### src/rtl/riscv_pkg.sv
// Shared RISC-V pipeline definitions: hazard FSM states and register-file sizing.
package riscv_pkg;

    localparam int REG_ADDR_W = 5;
    localparam logic [REG_ADDR_W-1:0] X0 = '0;

    typedef enum logic [1:0] {
        RUN     = 2'd0,
        FLUSH   = 2'd1,
        MEMWAIT = 2'd2
    } hazard_state_t;

endpackage

### src/rtl/load_use_detect.sv
// Load-use hazard compare: the EX load writes a register the ID instruction reads.
// Writes to x0 are discarded by the register file, so they never create a hazard.
module load_use_detect #(
    parameter int REG_ADDR_W = riscv_pkg::REG_ADDR_W
) (
    input  logic [REG_ADDR_W-1:0] IdRs1,
    input  logic [REG_ADDR_W-1:0] IdRs2,
    input  logic                  IdUsesRs1,
    input  logic                  IdUsesRs2,
    input  logic [REG_ADDR_W-1:0] ExRd,
    input  logic                  ExMemRead,
    output logic                  LoadUse
);
    import riscv_pkg::X0;

    // Pure compare; no state is needed because the load leaves EX next cycle.
    always_comb begin
        LoadUse = ExMemRead & (ExRd != REG_ADDR_W'(X0)) &
                  ((IdUsesRs1 & (ExRd == IdRs1)) | (IdUsesRs2 & (ExRd == IdRs2)));
    end

endmodule

### src/rtl/hazard_ctrl.sv
// Stall/flush scheduler for the 5-stage pipeline.
// Outputs are combinational from registered FSM state plus current inputs so a
// hazard acts in the cycle it is seen. Optional perf counters: HAZARD_PERF_CNT_EN.
module hazard_ctrl #(
    parameter int REG_ADDR_W     = riscv_pkg::REG_ADDR_W,
    parameter int BRANCH_PENALTY = 2,
    parameter int CNT_W          = 32
) (
    input  logic                  clk,
    input  logic                  rst,
    input  logic [REG_ADDR_W-1:0] IdRs1,
    input  logic [REG_ADDR_W-1:0] IdRs2,
    input  logic                  IdUsesRs1,
    input  logic                  IdUsesRs2,
    input  logic [REG_ADDR_W-1:0] ExRd,
    input  logic                  ExMemRead,
    input  logic                  BranchTaken,
    input  logic                  MemBusy,
    output logic                  MuxControlEn,
    output logic                  ControlHazard,
    output logic                  IdExFlush,
    output logic                  PcWriteEn,
    output logic [CNT_W-1:0]      StallCycles,
    output logic [CNT_W-1:0]      FlushCycles
);
    import riscv_pkg::*;

    // Remaining extra flush cycles after the one taken in the branch cycle itself.
    localparam logic [2:0] RELOAD = 3'(BRANCH_PENALTY - 1);
    localparam bit         MULTI  = (BRANCH_PENALTY > 1);

    hazard_state_t state_q, state_d;
    logic [2:0]    cnt_q, cnt_d;
    logic          pend_q, pend_d;
    logic          lu;
    logic          mce, ch, ief;

    load_use_detect #(.REG_ADDR_W(REG_ADDR_W)) u_lu (
        .IdRs1     (IdRs1),
        .IdRs2     (IdRs2),
        .IdUsesRs1 (IdUsesRs1),
        .IdUsesRs2 (IdUsesRs2),
        .ExRd      (ExRd),
        .ExMemRead (ExMemRead),
        .LoadUse   (lu)
    );

    // Next-state and hazard decisions; branch beats memory wait beats load-use.
    always_comb begin
        state_d = state_q;
        cnt_d   = cnt_q;
        pend_d  = pend_q;
        mce     = 1'b0;
        ch      = 1'b0;
        ief     = 1'b0;
        case (state_q)
            RUN: begin
                if (BranchTaken) begin
                    ch  = 1'b1;
                    ief = 1'b1;
                    if (MULTI) begin
                        state_d = FLUSH;
                        cnt_d   = RELOAD;
                    end
                end else if (MemBusy) begin
                    mce     = 1'b1;
                    state_d = MEMWAIT;
                end else if (lu) begin
                    mce = 1'b1;
                    ief = 1'b1;
                end
            end
            FLUSH: begin
                // ID is being cleared, so load-use is irrelevant here.
                ch  = 1'b1;
                ief = 1'b1;
                if (MemBusy) begin
                    // Remember the branch so the full penalty replays after the wait.
                    mce     = 1'b1;
                    state_d = MEMWAIT;
                    pend_d  = 1'b1;
                end else if (BranchTaken) begin
                    cnt_d = RELOAD;
                end else if (cnt_q == 3'd1) begin
                    state_d = RUN;
                end else begin
                    cnt_d = cnt_q - 3'd1;
                end
            end
            MEMWAIT: begin
                if (MemBusy) begin
                    mce = 1'b1;
                    ief = 1'b1;
                    if (BranchTaken) pend_d = 1'b1;
                end else if (pend_q | BranchTaken) begin
                    // Memory ready: the pipe moves again and the deferred flush starts.
                    ch     = 1'b1;
                    ief    = 1'b1;
                    pend_d = 1'b0;
                    if (MULTI) begin
                        state_d = FLUSH;
                        cnt_d   = RELOAD;
                    end else begin
                        state_d = RUN;
                    end
                end else begin
                    state_d = RUN;
                    if (lu) begin
                        mce = 1'b1;
                        ief = 1'b1;
                    end
                end
            end
            default: state_d = RUN;
        endcase
    end

    // FSM state, branch-penalty counter and pending-branch flag.
    always_ff @(posedge clk or negedge rst) begin
        if (!rst) begin
            state_q <= RUN;
            cnt_q   <= 3'd0;
            pend_q  <= 1'b0;
        end else begin
            state_q <= state_d;
            cnt_q   <= cnt_d;
            pend_q  <= pend_d;
        end
    end

    // Reset gates the outputs directly so they drop while rst is low.
    assign MuxControlEn  = rst & mce;
    assign ControlHazard = rst & ch;
    assign IdExFlush     = rst & ief;
    assign PcWriteEn     = rst & ~mce;

`ifdef HAZARD_PERF_CNT_EN
    logic [CNT_W-1:0] stall_q, flush_q;

    // Free-running stall/flush cycle counters, wrapping at 2^CNT_W.
    always_ff @(posedge clk or negedge rst) begin
        if (!rst) begin
            stall_q <= '0;
            flush_q <= '0;
        end else begin
            if (mce) stall_q <= stall_q + CNT_W'(1);
            if (ch)  flush_q <= flush_q + CNT_W'(1);
        end
    end

    assign StallCycles = stall_q;
    assign FlushCycles = flush_q;
`else
    assign StallCycles = '0;
    assign FlushCycles = '0;
`endif

endmodule

### config.mk
export PLATFORM = sky130hd
export DESIGN_NAME = hazard_ctrl
export DESIGN_NICKNAME = d
export VERILOG_FILES = /design/src/rtl/riscv_pkg.sv /design/src/rtl/load_use_detect.sv /design/src/rtl/hazard_ctrl.sv
export SDC_FILE = /design/constraint.sdc
export NUM_CORES = 1
export LEC_CHECK = 0
export CORE_AREA = 4 4 63 65
export DETAILED_ROUTE_END_ITERATION = 8
export DIE_AREA = 0 0 67 69
export GPL_ROUTABILITY_DRIVEN = 0
export GPL_TIMING_DRIVEN = 0
export PLACE_DENSITY = 0.79
export REMOVE_ABC_BUFFERS = 1
export SYNTH_ARGS = -nofsm -noshare
export SYNTH_HDL_FRONTEND = slang
export SYNTH_HIERARCHICAL = 1
export SYNTH_SLANG_ARGS = --single-unit
### constraint.sdc
create_clock -name clk -period 2.2 [get_ports clk]
set_input_delay 0.33 -clock clk [delete_from_list [all_inputs] [get_ports clk]]
set_output_delay 0.33 -clock clk [all_outputs]
set_load 0.005 [all_outputs]
==> flow_metrics.py, run 1 <==
metrics = {
    "synthesis": {
        "yosys_warnings": 6,
        "ys_ff_latch": 6,
        "seq_area_frac_synth_pct": 14.1,
        "netlist_area_sq_um": 1070,
        "synth_cell_types": 31,
        "netlist_instances": 137,
        "syn_area_per_cell_sq_um": 7.78,
    },
    "critical_path": {
        "endpoint_kind": "output port",
        "worstPathRequired_ns": 1.87,
        "worst-r2r-setup-slack_ns": 0.64,
        "critPathLaunch": "ExRd[3]",
        "worstReg2RegStart": "state_q[1]$_DFFE_PN0P_",
        "cp-start-kind": "input pin",
        "reg2reg_to": "cnt_q[1]$_DFFE_PN0P_",
        "cp_cell_sequence": "buf_6 -> or4_4 -> o21ai_2 -> a21oi_2 -> buf_4 -> buf_4 -> o41ai_2 -> a21oi_1 -> buf_2",
        "crit_type": "input pin to output port",
        "slowest_delay_ns": 0.53,
        "r2r_cells": 3,
        "critPathBufInv": 4,
        "cp_common_cell": "buf_4",
        "cp_data_arrival_time_ns": 1.84,
        "path_delay_family": "simple AND/OR/NAND/NOR gates",
        "cp_slowest_cell": "or4_4",
        "worst-path-max-fanout": 3,
    },
    "grt": {
        "grt_pass1_wl_um": 2930,
        "antenna_found_initial": 0,
        "grt_max_degree": 14,
        "first_global_vias": 679,
        "overflow": 0,
        "grtUsageTotal_pct": 7.76,
    },
    "sta": {
        "maxSlewViolCount": 0,
        "fin_setup_tns_ns": 0,
        "hold_viol_final": 0,
        "clock_skew_ns": 0.00185,
        "fin_crit_ns": 2.17,
        "fin_crit_sh_pct": 98.8,
        "timing.fmax_mhz": 460,
        "setup_violations": 0,
        "rsz0062_at_grt": "true",
        "hold_slack_ns": 0.404,
        "setup_slack_ns": 0.0269,
    },
    "clock_tree": {
        "clkSlewWorstSetupHoldPaths_ns": 0.04,
        "clk_path_buf_depth": 2,
        "cts_buffers": 3,
        "tritoncts": "done",
        "clock_tree.root_cell": "clkbuf_4",
        "holdBufCountCts": 0,
        "clkLatencyLatePin_ns": 0.24,
        "htreeDepth": 1,
        "clock_sinks": 6,
    },
    "place": {
        "port_buffers": 25,
        "dpl.cell_count": 204,
        "place_ws_ns": -0.751,
        "place_area_sq_um": 1120,
        "hpwl_um": 1590,
    },
    "die": {
        "initial_core_util_pct": 31.9,
        "rows": 21,
        "die_y_um": 69,
        "dieWidth_um": 67,
        "die_area_sq_um": 4620,
        "ios": 90,
        "core-area_sq_um": 3340,
    },
    "final_layout": {
        "diodes": 0,
        "layout_common_cells": "conb_1, nand2_1, xor2_1, clkdlybuf4s50_1, buf_2",
        "syn2layout_area_growth_pct": 8.69,
        "layout.nets": 189,
        "final_cell_area_sq_um": 1160,
        "mostFrequentLayoutCell": "conb_1",
        "drive_gt1_share_pct": 17.2,
        "num-fill-cells": 365,
        "stdcell_count": 209,
    },
    "routing": {
        "final_antenna_net_count": 0,
        "wl_um": 2060,
        "drtPass1Iterations": 4,
        "wl_per_cell_um": 9.86,
        "drc": 0,
        "dr.first_iter.drc_count": 43,
        "vias_per_cell": 3.66,
        "via_count": 764,
    },
    "flow_run": {
        "maxCapViolCount": 0,
    },
    "power_and_ir_drop": {
        "power.leakage_nw": 0.614,
        "vdd_ir_drop_max_uv": 189,
        "cellPowerDensity_nw_per_um2": 484,
    },
    "worst_hold_path": {
        "hold_path_class": "input pin to asynchronous set/reset pin",
    },
    "status": {
        "outcome": "finished, final reports clean",
    },
}
-- per-stage QoR --
| step | util (%) | power, W |
|---|---|---|
| floorplan | - | 0.000338 |
| global placement | 33.4 | 0.000449 |
| detailed placement | 33.4 | 0.000456 |
| CTS | 33.9 | 0.000554 |
| global route | 34.7 | 0.000612 |
| finish | 34.7 | 0.000560 |
-- report_power, final --
| part | internal, W | switching, W | total (W) |
|---|---|---|---|
| Clock | 0.0000615 | 0.0000368 | 0.0000983 |
| Combinational | 0.000131 | 0.000144 | 0.000275 |
| Sequential | 0.000135 | 0.0000515 | 0.000187 |
-- cells in the mapped netlist, drive strengths merged --
| master | count | area share, % |
|---|---|---|
| o221ai | 1 | 0.82 |
| conb | 1 | 0.35 |
| clkbuf | 1 | 0.35 |
| or3b | 1 | 1.1 |
| ha | 2 | 2.3 |
| nor3 | 1 | 0.47 |
| a21oi | 4 | 1.9 |
| nand3 | 2 | 0.94 |
| nand3b | 1 | 0.70 |
| o31ai | 2 | 1.4 |
| or4 | 2 | 1.4 |
| and2 | 1 | 0.59 |
| a21boi | 1 | 0.70 |
| xnor2 | 2 | 1.6 |
| xor2 | 9 | 7.4 |
| o211a | 2 | 1.9 |
| inv | 5 | 1.8 |
| o21ai | 6 | 2.8 |
| nor4 | 2 | 1.8 |
| o21a | 1 | 0.70 |
| nand2 | 7 | 2.5 |
| a32oi | 1 | 0.82 |
| nor2 | 3 | 1.1 |
| o41ai | 2 | 1.6 |
| nand2b | 1 | 0.59 |
| dfrtp | 6 | 14 |
| nor2b | 4 | 2.3 |
| buf | 66 | 46 |
-- flip-flops by register name (all words and copies together), names as in the netlist --
name / cells
pend_q: 1
cnt_q: 3
state_q: 2
-- area by class of cell --
cell class              instances  area, sq um  share of cell area, %
well taps                      46         57.6                   4.97
inverters                       5         18.8                   1.62
repair buffers                 27          234                   20.2
clock buffers                   3         22.5                   1.94
flip-flops and latches          6          153                   13.2
multi-input cells             122          673                   58.1
-- cells by family after synthesis --
logic type	after synthesis	synth area share [%]
AO/OA/AOI/OAI	20	12.7
XOR/XNOR	11	9.04
adder cells (fa/ha/maj)	2	2.35
buffers and inverters	72	48.1
flip-flops	6	14.1
other	1	0.352
AND/OR/NAND/NOR	25	13.4
-- how the worst max path moves through the flow --
stage / cells after the start / slack, ns / endpoint
floorplan: 7 / 0.41 / MuxControlEn
global placement: 9 / -0.73 / MuxControlEn
detailed placement: 9 / -0.75 / MuxControlEn
CTS: 4 / 0.01 / ControlHazard
global route: 10 / -0.06 / MuxControlEn
finish: 9 / 0.03 / IdExFlush
-- routing by layer --
| layer | part of all wire [%] | wire (um) | global-route usage (%) | vias to the layer above |
|---|---|---|---|---|
| li1 | - | - | - | 371 |
| met1 | 32 | 667 | 8.61 | 341 |
| met2 | 52 | 1080 | 13.5 | 48 |
| met3 | 14 | 279 | 2.92 | 4 |
| met4 | 1.5 | 31 | 2.03 | 0 |
| met5 | 0 | 0 | 0 | - |
-- repair_timing --
action | CTS | global route
setup buffers | 3 | 0
resized for setup | 57 | 16
pin swaps | 15 | 11
setup endpoints to repair | 4 | 4
Note: power is estimated with default switching activity, not from simulation.
==> run 2, diff against run 1 <==
--- a/config.mk
+++ b/config.mk
@@ -5,12 +5,12 @@
 export SDC_FILE = /design/constraint.sdc
 export NUM_CORES = 1
 export LEC_CHECK = 0
-export CORE_AREA = 4 4 63 65
+export CORE_AREA = 4 4 61 63
 export DETAILED_ROUTE_END_ITERATION = 8
-export DIE_AREA = 0 0 67 69
+export DIE_AREA = 0 0 65 67
 export GPL_ROUTABILITY_DRIVEN = 0
 export GPL_TIMING_DRIVEN = 0
-export PLACE_DENSITY = 0.79
+export PLACE_DENSITY = 0.83
 export REMOVE_ABC_BUFFERS = 1
 export SYNTH_ARGS = -nofsm -noshare
 export SYNTH_HDL_FRONTEND = slang
==> constraint.sdc (replaced) <==
create_clock -name clk -period 2.8 [get_ports clk]
set_input_delay 0.42 -clock clk [delete_from_list [all_inputs] [get_ports clk]]
set_output_delay 0.42 -clock clk [all_outputs]
set_load 0.005 [all_outputs]
==> flow_metrics.py, run 2 (synthesized netlist as in run 1, its figures left out) <==
metrics = {
    "status": {
        "outcome": "finished, final reports clean",
    },
    "flow_run": {
        "maxCapViolCount": 0,
    },
    "power_and_ir_drop": {
        "vdd_ir_drop_max_uv": 87.3,
        "cellPowerDensity_nw_per_um2": 379,
        "power_w": 0.000433,
        "power.leakage_nw": 0.575,
    },
    "clock_tree": {
        "clock_sinks": 6,
        "htreeDepth": 1,
        "holdBufCountCts": 0,
        "clk_path_buf_depth": 2,
        "clkLatencyLatePin_ns": 0.24,
        "tritoncts": "done",
        "cts_buffers": 3,
        "clkSlewWorstSetupHoldPaths_ns": 0.05,
        "post_cts_buffers": 0,
        "clock_tree.root_cell": "clkbuf_4",
    },
    "critical_path": {
        "r2r_cells": 3,
        "cp-start-kind": "input pin",
        "worstReg2RegStart": "state_q[1]$_DFFE_PN0P_",
        "worst-path-max-fanout": 3,
        "reg2reg_to": "cnt_q[1]$_DFFE_PN0P_",
        "cp-endpoint": "PcWriteEn",
        "crit_type": "input pin to output port",
        "endpoint_kind": "output port",
        "cp_data_arrival_time_ns": 2.24,
        "worst-r2r-setup-slack_ns": 1.19,
        "worstPathRequired_ns": 2.38,
        "critPathLaunch": "IdRs2[2]",
    },
    "final_layout": {
        "regMostFlops": "cnt_q",
        "drive_gt1_share_pct": 6.21,
        "mostFrequentLayoutCell": "conb_1",
        "reg_top3": "cnt_q x3, state_q x2, pend_q x1",
        "diodes": 0,
        "layout.nets": 187,
        "num-fill-cells": 367,
        "final_cell_area_sq_um": 1140,
        "largest_reg_flops": 3,
        "syn2layout_area_growth_pct": 7.04,
        "layout_common_cells": "conb_1, clkdlybuf4s50_1, xor2_1",
    },
    "die": {
        "initial_core_util_pct": 33.0,
        "ios": 90,
        "die_y_um": 67,
        "dieWidth_um": 65,
        "die_area_sq_um": 4360,
        "core-area_sq_um": 3230,
        "rows": 21,
    },
    "routing": {
        "routed.top_layer": "met3",
        "via_count": 751,
        "final_antenna_net_count": 0,
        "met1Wirelength_um": 644,
        "vias_per_cell": 3.63,
        "wl_per_cell_um": 9.41,
        "drc": 0,
        "wl_um": 1950,
        "route.met2.wl_um": 1110,
        "dr.first_iter.drc_count": 47,
        "drtPass1Iterations": 4,
        "wl_met3_um": 194,
    },
    "sta": {
        "fin_setup_tns_ns": 0,
        "setup_violations": 0,
        "maxSlewViolCount": 0,
        "fin_crit_ns": 2.66,
        "fin_crit_sh_pct": 95.1,
        "timing.fmax_mhz": 375,
        "setup_slack_ns": 0.137,
        "hold_viol_final": 0,
        "clock_skew_ns": 0.00384,
    },
    "place": {
        "place_area_sq_um": 1120,
        "hpwl_um": 1630,
        "port_buffers": 25,
        "place_ws_ns": -0.434,
    },
    "grt": {
        "antenna_found_initial": 0,
        "grtUsageTotal_pct": 8.40,
        "overflow": 0,
        "grt_max_degree": 14,
        "first_global_vias": 653,
        "grt_pass1_wl_um": 2820,
    },
    "worst_hold_path": {
        "hold_path_class": "input pin to asynchronous set/reset pin",
    },
}
run 2: cell count changes in the layout (fill, tap and decap cells not counted), moves of 5 or more:
cell             before  now
clkdlybuf4s50_1       7   17
buf_6                 5    0
dlygate4sd2_1         2    7
buf_2                 6    0
run 2: area by class of cell:
class	instances	area (sq um)	area share, %
Clock buffer	3	22.5	1.97
Timing Repair Buffer	25	236	20.7
Multi-Input combinational cell	122	656	57.5
Tap cell	46	57.6	5.04
Inverter	5	18.8	1.64
Sequential cell	6	150	13.2
run 2: what timing repair did:
| item | in CTS | in global routing |
|---|---|---|
| pin swaps | 4 | 4 |
| gates cloned | 0 | 0 |
| setup endpoints to repair | 3 | 3 |
| endpoints found under the hold margin | 0 | 0 |
| resized for setup | 11 | 4 |
run 2: through the flow:
step	hold WS (ns)	instances	utilization, %
finish	0.478	207	35.3
detailed placement	0.525	204	34.5
global placement	0.508	204	34.5
CTS	0.468	207	35.2
floorplan	0.124	133	-
global route	0.503	207	35.3
run 2: critical path: stages:
cell and delay (ns):
clkdlybuf4s50_1 0.43, xor2_1 0.17, nor4_2 0.28, nand3_1 0.13
a21oi_2 0.18, a32oi_1 0.11, o21ai_1 0.19, nor2_1 0.06
dlygate4sd2_1 0.26
run 2: per-layer routing:
metal,vias to the layer above,track usage [%]
met1,347,8.74
li1,370,-
met3,0,2.70
met2,34,15.6
met5,-,0
met4,0,3.17
run 2: worst min-delay path by stage:
stage                    startpoint                     end  cells past startpoint
6_report                        rst  state_q[0]$_DFFE_PN0P_                      1
5_1_grt                         rst  state_q[0]$_DFFE_PN0P_                      1
4_1_cts                         rst    cnt_q[1]$_DFFE_PN0P_                      1
3_5_place_dp   cnt_q[2]$_DFFE_PN0P_    cnt_q[2]$_DFFE_PN0P_                      1
3_3_place_gp   cnt_q[2]$_DFFE_PN0P_    cnt_q[2]$_DFFE_PN0P_                      1
2_1_floorplan                   rst    cnt_q[0]$_DFFE_PN0P_                      0
run 2: power by group:
part	switching, W	internal, W
logic	0.000110	0.000101
clock network	0.0000294	0.0000484
registers	0.0000401	0.000104
total	0.000179	0.000253
==> run 3, diff against run 2 <==
--- a/config.mk
+++ b/config.mk
@@ -12,6 +12,7 @@
 export GPL_TIMING_DRIVEN = 0
 export PLACE_DENSITY = 0.83
 export REMOVE_ABC_BUFFERS = 1
+export SETUP_SLACK_MARGIN = 0.4
 export SYNTH_ARGS = -nofsm -noshare
 export SYNTH_HDL_FRONTEND = slang
 export SYNTH_HIERARCHICAL = 1
==> flow_metrics.py, run 3 (synthesized netlist as in run 1, its figures left out) <==
metrics = {
    "sta": {
        "maxSlewViolCount": 0,
        "timing.fmax_mhz": 427,
        "setup_slack_ns": 0.458,
        "hold_viol_final": 0,
        "fin_setup_tns_ns": 0,
        "fin_crit_ns": 2.34,
        "rsz0062_at_grt": "true",
        "fin_crit_sh_pct": 83.7,
        "clock_skew_ns": 0.00265,
        "setup_violations": 0,
    },
    "clock_tree": {
        "tritoncts": "done",
        "cts_buffers": 3,
        "clock_sinks": 6,
        "htreeDepth": 1,
        "holdBufCountCts": 0,
        "clkLatencyLatePin_ns": 0.24,
        "clk_path_buf_depth": 2,
        "clkSlewWorstSetupHoldPaths_ns": 0.04,
        "clock_tree.root_cell": "clkbuf_4",
    },
    "die": {
        "ios": 90,
        "dieWidth_um": 65,
        "rows": 21,
        "core-area_sq_um": 3230,
        "die_area_sq_um": 4360,
        "die_y_um": 67,
        "initial_core_util_pct": 33.0,
    },
    "grt": {
        "grt_pass1_wl_um": 2980,
        "grt_max_degree": 14,
        "grtUsageTotal_pct": 8.89,
        "antenna_found_initial": 0,
        "overflow": 0,
        "first_global_vias": 677,
    },
    "final_layout": {
        "largest_reg_flops": 3,
        "drive_gt1_share_pct": 17.6,
        "layout_common_cells": "conb_1, clkdlybuf4s50_1, nand2_1, xor2_1, dfrtp_1",
        "reg_top3": "cnt_q x3, state_q x2, pend_q x1",
        "final_core_util_pct": 36.7,
        "layout.nets": 191,
        "mostFrequentLayoutCell": "conb_1",
        "syn2layout_area_growth_pct": 11.3,
        "diodes": 0,
        "final_cell_area_sq_um": 1190,
        "regMostFlops": "cnt_q",
    },
    "place": {
        "place_area_sq_um": 1120,
        "port_buffers": 25,
        "place_ws_ns": -0.434,
        "hpwl_um": 1630,
    },
    "critical_path": {
        "cp_data_arrival_time_ns": 1.92,
        "worstPathRequired_ns": 2.38,
        "worst-r2r-setup-slack_ns": 1.17,
        "endpoint_kind": "output port",
        "cp-start-kind": "input pin",
        "worst-path-max-fanout": 3,
        "slowest_delay_ns": 0.53,
        "crit_type": "input pin to output port",
        "cp_slowest_cell": "or4_4",
        "cp_cell_sequence": "buf_8 -> or4_4 -> o21ai_2 -> a21oi_2 -> buf_4 -> nor2b_4 -> o41ai_2 -> a21oi_1 -> buf_2",
    },
    "routing": {
        "final_antenna_net_count": 0,
        "dr.first_iter.drc_count": 54,
        "vias_per_cell": 3.58,
        "wl_um": 2010,
        "wl_per_cell_um": 9.53,
        "drtPass1Iterations": 4,
        "via_count": 756,
        "drc": 0,
    },
    "power_and_ir_drop": {
        "vdd_ir_drop_max_uv": 85.8,
        "power.leakage_nw": 0.618,
        "power_w": 0.000440,
        "cellPowerDensity_nw_per_um2": 371,
    },
    "status": {
        "outcome": "finished, final reports clean",
    },
    "worst_hold_path": {
        "hold_path_class": "input pin to asynchronous set/reset pin",
    },
    "flow_run": {
        "maxCapViolCount": 0,
    },
}
## run 3: worst max-delay path: cells and delay by family
| kind | cells | cell delay (ns) |
|---|---|---|
| AND/OR/NAND/NOR | 2 | 0.64 |
| AO/OA/AOI/OAI | 4 | 0.47 |
| buffers and inverters | 3 | 0.38 |
## run 3: timing repair
item,CTS,global route
endpoints found under the setup margin,4,4
pin swaps,13,13
setup buffers,3,1
gates resized for setup,47,23
## run 3: final timing paths
check	end	startpoint	depth (start not counted)
worst max-delay path	IdExFlush	ExRd[3]	9
worst min-delay path	state_q[0]$_DFFE_PN0P_	rst	1
worst max register to register	cnt_q[1]$_DFFE_PN0P_	state_q[0]$_DFFE_PN0P_	3
worst min register to register	cnt_q[2]$_DFFE_PN0P_	cnt_q[2]$_DFFE_PN0P_	1
max in group asynchronous	cnt_q[0]$_DFFE_PN0P_	rst	1
min in group clk	cnt_q[2]$_DFFE_PN0P_	cnt_q[2]$_DFFE_PN0P_	1
## run 3: layout make-up
class                           count  area, sq um
Multi-Input combinational cell    122          687
Inverter                            5         18.8
Clock buffer                        3         22.5
Fill cell                         354         2050
Tap cell                           46         57.6
Timing Repair Buffer               29          250
Sequential cell                     6          150
## run 3: metal layers
metal / vias to the layer above / track usage, % / part of all wire, %
met3: 0 / 2.70 / 10
met4: 0 / 3.17 / 0
met5: - / 0 / 0
met2: 37 / 16.7 / 56
met1: 341 / 9.25 / 34
li1: 378 / - / -
## run 3: power breakdown
group	switching, W	internal [W]
clock network	0.0000287	0.0000483
registers	0.0000423	0.000104
logic	0.000113	0.000104
## run 3: per-stage QoR
stage | cells | hold WS, ns
4_1_cts | 210 | 0.468
6_report | 211 | 0.489
3_5_place_dp | 204 | 0.525
5_1_grt | 211 | 0.511
2_1_floorplan | 133 | 0.124
3_3_place_gp | 204 | 0.508
